$ cat config.mk
export PLATFORM = sky130hd
export DESIGN_NAME = dutys_vpath_loader
export DESIGN_NICKNAME = d
export VERILOG_FILES = /design/src/rtl/dutys_vpath_loader.sv
export SDC_FILE = /design/constraint.sdc
export NUM_CORES = 1
export LEC_CHECK = 0
export ABC_AREA = 0
export BUFFER_PORTS_ARGS = -buffer_cell sky130_fd_sc_hd__buf_2
export CAP_MARGIN = 40
export CORE_MARGIN = 5
export CORE_UTILIZATION = 49
export DETAILED_ROUTE_END_ITERATION = 8
export PLACE_DENSITY_LB_ADDON = 0.25
export REMOVE_ABC_BUFFERS = 1
export SKIP_LAST_GASP = 1
export SLEW_MARGIN = 20
export SYNTH_ARGS = -nofsm -noshare
export SYNTH_HDL_FRONTEND = slang
export SYNTH_SLANG_ARGS = --single-unit
$ cat constraint.sdc
create_clock -name clk_i -period 7.15 [get_ports clk_i]
set_clock_uncertainty 0.2 [all_clocks]
set_input_delay 0.3575 -clock clk_i [delete_from_list [all_inputs] [get_ports clk_i]]
set_output_delay 0.3575 -clock clk_i [all_outputs]
set_load 0.01 [all_outputs]
$ cat src/rtl/dutys_vpath_loader.sv
// Write-side driver for the duty-setting voltage path: accepts a target code,
// slews toward it in bounded steps and pulses the path load enable per step.
module dutys_vpath_loader #(
   parameter int WIDTH = 12,
   parameter int STEP  = 16,
   parameter int HOLD  = 4,
   parameter int PIPE  = 2
) (
   input  logic             clk_i,
   input  logic             rst_i,
   input  logic [WIDTH-1:0] target_i,
   input  logic             target_valid_i,
   output logic             target_ready_o,
   output logic [WIDTH-1:0] dout_o,
   output logic             en_o,
   output logic             busy_o,
   output logic             done_o,
   output logic [WIDTH-1:0] current_o
);

   typedef enum logic [1:0] {
      S_IDLE = 2'd0,
      S_STEP = 2'd1,
      S_WAIT = 2'd2,
      S_HOLD = 2'd3
   } state_t;

   localparam int CNT_MAX = (PIPE > HOLD) ? PIPE : HOLD;
   localparam int CW      = (CNT_MAX < 2) ? 1 : $clog2(CNT_MAX + 1);

   state_t           state_q;
   logic [WIDTH-1:0] dout_q;
   logic [WIDTH-1:0] current_q;
   logic [WIDTH-1:0] target_q;
   logic [CW-1:0]    cnt_q;
   logic             en_q;
   logic             done_q;
   logic             done_pend_q;
   logic [WIDTH-1:0] next_code_d;
   logic             do_step_d;

   // Move at most STEP codes toward the target; the clamp to diff prevents overshoot and wrap.
   function automatic logic [WIDTH-1:0] step_toward(input logic [WIDTH-1:0] cur,
                                                    input logic [WIDTH-1:0] tgt);
      logic [WIDTH-1:0] diff;
      logic [WIDTH-1:0] delta;
      diff = (tgt >= cur) ? (tgt - cur) : (cur - tgt);
      if ((STEP == 0) || (32'(diff) <= 32'(STEP))) begin
         delta = diff;
      end else begin
         delta = WIDTH'(STEP);
      end
      return (tgt >= cur) ? (cur + delta) : (cur - delta);
   endfunction

   assign next_code_d = step_toward(current_q, target_q);

   // A new code is issued from STEP, from the end of the EN cycle when HOLD is zero,
   // or on the last HOLD cycle.
   always_comb begin
      do_step_d = 1'b0;
      do_step_d = (state_q == S_STEP)
                | ((state_q == S_WAIT) && (cnt_q == CW'(0)) && (current_q != target_q) && (HOLD == 0))
                | ((state_q == S_HOLD) && (cnt_q == CW'(1)));
   end

   // Slew FSM with registered path outputs.
   always_ff @(posedge clk_i) begin
      if (rst_i) begin
         state_q     <= S_IDLE;
         dout_q      <= '0;
         current_q   <= '0;
         target_q    <= '0;
         cnt_q       <= '0;
         en_q        <= 1'b0;
         done_q      <= 1'b0;
         done_pend_q <= 1'b0;
      end else begin
         en_q        <= 1'b0;
         done_q      <= done_pend_q;
         done_pend_q <= 1'b0;
         if (do_step_d) begin
            dout_q    <= next_code_d;
            current_q <= next_code_d;
            cnt_q     <= CW'(PIPE);
            en_q      <= (PIPE == 0);
            state_q   <= S_WAIT;
         end else begin
            case (state_q)
               S_IDLE: begin
                  if (target_valid_i) begin
                     target_q <= target_i;
                     if (target_i == current_q) begin
                        done_pend_q <= 1'b1;
                     end else begin
                        state_q <= S_STEP;
                     end
                  end
               end
               S_WAIT: begin
                  if (cnt_q == CW'(0)) begin
                     // EN cycle is ending: finish or rest before the next step.
                     if (current_q == target_q) begin
                        done_q  <= 1'b1;
                        state_q <= S_IDLE;
                     end else begin
                        cnt_q   <= CW'(HOLD);
                        state_q <= S_HOLD;
                     end
                  end else begin
                     cnt_q <= cnt_q - CW'(1);
                     en_q  <= (cnt_q == CW'(1));
                  end
               end
               S_HOLD: begin
                  cnt_q <= cnt_q - CW'(1);
               end
               default: begin
                  state_q <= S_IDLE;
               end
            endcase
         end
      end
   end

   assign target_ready_o = (state_q == S_IDLE) & ~rst_i;
   assign busy_o         = (state_q != S_IDLE);
   assign dout_o         = dout_q;
   assign en_o           = en_q;
   assign done_o         = done_q;
   assign current_o      = current_q;

endmodule
==> key figures, run 1 <==
Drt
  • Routed WL: 9841 um
  • First-pass DRT Iterations: 4
  • Vias per cell: 5.731
  • Iter 0 DRT Violations: 187
  • WL per Instance: 15.95 um
  • Post-route DRC violation count: 0
  • Post-route ant nets: 0
  • Vias: 3536

Pwr
  • VDD IR max: 0.0003409 V
  • Sw Share: 51.95%
  • Comb power frac: 78.2%
  • Clock power share: 8.8%
  • Pwr per Cell Area: 517.0 nW/um^2
  • NetSw: 1054 uW
  • Pleak: 0.001806 uW
  • Share of total power in sequential cells: 13.0%
  • Internal power: 975.4 uW

Placement
  • PortBufs: 42
  • Post-detail-place hpwl: 7696 um
  • Post-DP Area: 3809 sq um
  • Placer congestion estimate: 0.9663
  • DP Cell Count: 609

STA
  • Fin crit period: 6558 ps
  • Worst Hold Slack: 121.5 ps
  • Final hold violations: 0
  • Setup TNS: 0 ps
  • Worst rel slew slack: 59.25%
  • RSZ-0062 raised after global routing: false
  • Worst Tran Pin Value: 611.2 ps
  • Final setup viols: 0
  • Period utilization: 91.72%
  • Max Slew Vio Count: 0
  • Fmax: 152.5 MHz

Layout
  • Nets@finish: 574
  • Layout cell share with drive strength beyond 1: 15.44%
  • Fin area: 3926 sq um
  • Layout area overhead: 10.30%
  • Layout Cells excl Fill: 617
  • Final Util: 54.72%
  • # diodes: 0
  • Commonest non-fill, non-tap cell in the layout: nand2_1
  • Most frequent cells in the layout: 61 x nand2_1, 53 x a21oi_1, 42 x buf_2, 39 x ha_1, 38 x nor2_1

GRT
  • Antenna violations before repair: 0
  • Maximum number of pins on one net before global-route repair: 33
  • Vias in the first global route: 3264
  • Remaining Overflow, GRT: 0
  • First-pass GRT wire length: 15950 um
  • Global-route usage over all layers: 22.23%

Clocking
  • H-tree depth: 2
  • Root Driver: clkbuf_8
  • Inserted Clock Buffers: 5
  • Clk_lat worst skew: 290 ps
  • CTS tree: yes
  • CTS Sinks: 32
  • Hold-fix buffers, CTS: 0
  • CTS Buffer Depth: 2
  • Clock-pin slew on the worst setup and hold paths: 80 ps

Synth
  • Ys Warns: 0
  • Sequential area share after synthesis: 18.00%
  • Number of synthesized flops with an enable pin: 0
  • Synth unique cells: 62
  • Seq cells post-synth: 32
  • Syn Inst Count: 489
  • Post-synth top flop: dfxtp_1
  • Mean Syn Cell Area: 7.279 sq um
  • Asr flop ratio synth: 0%
  • Post-Synthesis Cell Area: 3560 sq um

Run status
  • Run status: finished clean

Setup path
  • CP Max Fanout: 7
  • Required @ worst endpoint: 7140 ps
  • Arrival time at the worst endpoint: 6540 ps
  • CP startpoint kind: flop
  • Worst reg2reg setup slack: 590 ps
  • Crit. End Element: flop
  • CP Class: reg -> reg

Worst hold path
  • Hold/Removal Path Class: in -> reg

Die
  • Initial Utilization: 49.61%
  • Die X: 95.23 um
  • Die Footprint: 9069 sq um
  • Num rows: 31
  • IO Pins: 43
  • Die H: 95.23 um
  • Core footprint: 7176 sq um

Flow run
  • Max-cap violations: 0
## power by group through the flow
stage               logic, uW  clock network [uW]  registers (uW)
floorplan                1130                   0             290
global placement         1520                   0             265
detailed placement       1550                   0             266
CTS                      1560                 185             262
global route             1750                 192             269
finish                   1590                 179             263
## what timing repair did
item	in CTS	in global routing
setup buffers	0	0
resized for setup	0	2
endpoints found under the setup margin	0	1
## per-stage QoR
step	worst slack [ps]	power, uW
after floorplan	1067	1424
after global placement	710.6	1783
after detailed placement	514.7	1816
after CTS	486.1	2006
after global routing	97.43	2209
final	592.3	2030
## layer usage
layer | vias up | wire (um) | GRT usage (%)
met3 | 20 | 518 | 2.210
met5 | - | 0 | 0
met4 | 0 | 267 | 8.413
met1 | 1633 | 4410 | 29.77
met2 | 117 | 4643 | 36.73
li1 | 1766 | - | -
## path summary, 6_finish.rpt
path | endpoint | depth (start not counted) | from
setup / recovery | current_o[11] | 25 | current_o[0]
hold / removal | target_q[3] | 3 | target_i[3]
setup reg to reg | current_o[11] | 25 | current_o[0]
hold reg to reg | cnt_q[1] | 2 | cnt_q[1]
## logic make-up (layout without fill, tap and decap cells)
| kind of cell | count (synthesis) | in the layout | share of synthesized area (%) |
|---|---|---|---|
| fa+ha+maj | 42 | 42 | 15.40 |
| compound gates | 136 | 136 | 24.46 |
| flops | 32 | 32 | 18.00 |
| mux | 8 | 8 | 2.531 |
| simple gates | 176 | 176 | 24.39 |
| buf+inv | 69 | 98 | 8.822 |
| xor+xnor | 26 | 26 | 6.397 |
## worst max-delay path: stages (launching register included)
cell and delay [ps]:
dfxtp_1 390, inv_1 90, ha_1 190, inv_1 70, fa_1 470, a21oi_2 180, o22ai_1 130, or4_1 480
a211o_1 270, or4_1 410, a32oi_2 310, nand2_1 160, or2_2 310, ha_1 230, a21boi_0 140, o31ai_1 270
ha_1 320, nand2_1 70, o21ai_0 130, o31ai_2 300, a21oi_1 150, a31oi_1 320, a2111oi_1 90, mux2_4 280
nor3_2 200, mux2_4 310
## cell usage after synthesis (all sizes together), types with 12 or more instances
library cell  number  area (sq um)
dfxtp             32         640.6
nor3              13         70.07
o21ai             19         95.09
clkbuf            14         52.55
a21oi             55         282.8
inv               37         138.9
ha                39         488.0
xor2              15         131.4
buf               18         122.6
nand2             61         229.0
nand3             12         65.06
nor2              38         142.6
## state kept, by name (all words and copies together), names as in the netlist
signal	count
state_q	2
en_o	1
current_o	12
target_q	12
cnt_q	3
done_pend_q	1
done_o	1
## layout make-up
cell class / count / area [sq um]
Sequential cell: 32 / 640.6
Clock buffer: 5 / 68.82
Fill cell: 741 / 3249
Multi-Input combinational cell: 388 / 2611
Inverter: 37 / 138.9
Timing Repair Buffer: 53 / 300.3
Clock inverter: 3 / 42.54
Tap cell: 99 / 123.9
No activity file was read; power rests on OpenSTA's default activity.
==> inputs of run 2 (changes only) <==
- CORE_MARGIN: 5 -> 4
- clock period: 7.15 -> 7.25 ns (I/O delays scaled with it)
==> key figures, run 2 (synthesis gave the netlist of run 1 again) <==
Run status
  • Run status: finished clean

Layout
  • Nets@finish: 571 (-0.52%)
  • Layout Cells excl Fill: 611 (-0.97%)
  • Layout cell share with drive strength beyond 1: 14.56% (-0.88 points)
  • Final Util: 56.34% (+1.6 points)
  • Most frequent cells in the layout: 61 x nand2_1, 53 x a21oi_1, 42 x buf_2, 39 x ha_1, 38 x nor2_1
  • Layout area overhead: 9.315%
  • # diodes: 0 (unchanged)
  • Commonest non-fill, non-tap cell in the layout: nand2_1
  • Fin area: 3891 sq um (-0.89%)
  • Fillers: 716 (-3.4%)

Drt
  • Post-route DRC violation count: 0 (unchanged)
  • Met2 WL: 4661 um (+0.39%)
  • Vias: 3537 (+0.028%)
  • Metal1 wirelength: 4443 um (+0.75%)
  • Routed WL: 9801 um (-0.41%)
  • WL per Instance: 16.04 um (+0.57%)
  • Vias per cell: 5.789 (+1.0%)
  • First-pass DRT Iterations: 6 (+2)
  • Met3 Wirelength: 530 um (+2.3%)
  • Post-route ant nets: 0 (unchanged)
  • Highest routed layer: met4
  • Iter 0 DRT Violations: 235 (+26%)

Clocking
  • Clock-pin slew on the worst setup and hold paths: 70 ps (about the same)
  • Clk_lat worst skew: 290 ps (about the same)
  • CTS tree: yes
  • Post-CTS sizing: 0 (unchanged)
  • CTS Buffer Depth: 2 (unchanged)
  • Root Driver: clkbuf_8
  • CTS Sinks: 32 (unchanged)
  • Hold-fix buffers, CTS: 0 (unchanged)
  • Inserted Clock Buffers: 5 (unchanged)
  • Post-CTS setup buffers: 0 (unchanged)
  • H-tree depth: 2 (unchanged)

STA
  • Worst Hold Slack: 132.4 ps (+10.87 ps)
  • Fmax: 150.4 MHz (-1.4%)
  • Setup TNS: 0 ps (unchanged)
  • Fin crit period: 6650 ps (+92.11 ps)
  • Final setup viols: 0 (unchanged)
  • Max Slew Vio Count: 0 (unchanged)
  • Period utilization: 91.72% (about the same)
  • Final hold violations: 0 (unchanged)
  • RSZ-0062 raised after global routing: false
  • Worst rel slew slack: 51.89% (-7.4 points)
  • Worst Tran Pin Value: 715.5 ps (+104.3 ps)

Placement
  • Post-DP Area: 3782 sq um (-0.69%)
  • DP Cell Count: 603 (-0.99%)
  • PortBufs: 42 (unchanged)
  • Post-detail-place hpwl: 7634 um (-0.80%)
  • Placer congestion estimate: 1.018 (+5.4%)

Setup path
  • Arrival time at the worst endpoint: 6630 ps (+90 ps)
  • CP max-delay cell: fa_1
  • Delay-heaviest family, CP: compound AO/OA/AOI/OAI gates
  • CP Class: reg -> reg
  • Required @ worst endpoint: 7230 ps (+90 ps)
  • CP startpoint kind: flop
  • Crit. End Element: flop
  • CP Max Fanout: 7 (unchanged)
  • CP max stage delay: 490 ps (about the same)
  • Buf/Inv on CP: 3 (+1)

GRT
  • First-pass GRT wire length: 15970 um (+0.13%)
  • Global-route usage over all layers: 22.74% (+0.51 points)
  • Maximum number of pins on one net before global-route repair: 33 (unchanged)
  • Antenna violations before repair: 0 (unchanged)
  • Remaining Overflow, GRT: 0 (unchanged)
  • Vias in the first global route: 3321 (+1.7%)

Pwr
  • Pwr per Cell Area: 511.7 nW/um^2 (-1.0%)
  • Pleak: 0.001794 uW (-0.67%)
  • VDD IR max: 0.0003228 V (-5.3%)

Die
  • IO Pins: 43 (unchanged)
  • Num rows: 30 (-3.2%)
  • Die X: 93.23 um (-2.1%)
  • Die H: 93.23 um (-2.1%)
  • Die Footprint: 8692 sq um (-4.2%)
  • Core footprint: 6907 sq um (-3.7%)
  • Initial Utilization: 51.54% (+1.9 points)

Flow run
  • Max-cap violations: 0 (unchanged)

Worst hold path
  • Hold/Removal Path Class: in -> reg
==> run 2: cell count changes in the layout (fill, tap and decap cells not counted), sizes merged <==
cell	change
clkinvlp	-1
buf	-3
clkbuf	+1
==> run 2: area by class of cell <==
cell class,instances,area (sq um),share of cell area (%)
sequential,32,640.6,16.46
timing repair buffer,50,277.8,7.138
clock inverter,2,35.03,0.9003
tap,96,120.1,3.087
multi-input combinational,388,2606,66.98
clock buffer,6,72.57,1.865
inverter,37,138.9,3.569
==> run 2: layer usage <==
metal  GRT usage (%)  vias up
met5               0        -
met4           6.716        0
met3           3.138       12
met2           38.42      126
met1           29.99     1652
li1                -     1747
==> run 2: worst paths after layout <==
kind / startpoint / end / slack, ps / cells after the start
max reg2reg: current_o[0] / current_o[11] / 600 / 25
min: target_i[5] / target_q[5] / 130 / 3
max: current_o[0] / current_o[11] / 600 / 25
min reg2reg: cnt_q[1] / cnt_q[1] / 250 / 2
==> run 2: tightest hold or removal path, stage by stage <==
cell	delay [ps]
buf_2	110
nand2_1	50
a21oi_1	50
==> run 2: through the flow <==
stage,total power (uW),worst slack [ps]
finish,1991,600.2
global placement,1764,840.7
floorplan,1404,1167
global route,2183,43.30
CTS,1971,572.1
detailed placement,1781,621.6
==> run 2: power breakdown <==
part	switching [uW]	leakage (uW)	internal [uW]
combinational	919	0.00148	639
clock	71.0	0.0000552	102
sequential	46.5	0.000261	214
total	1040	0.00179	955
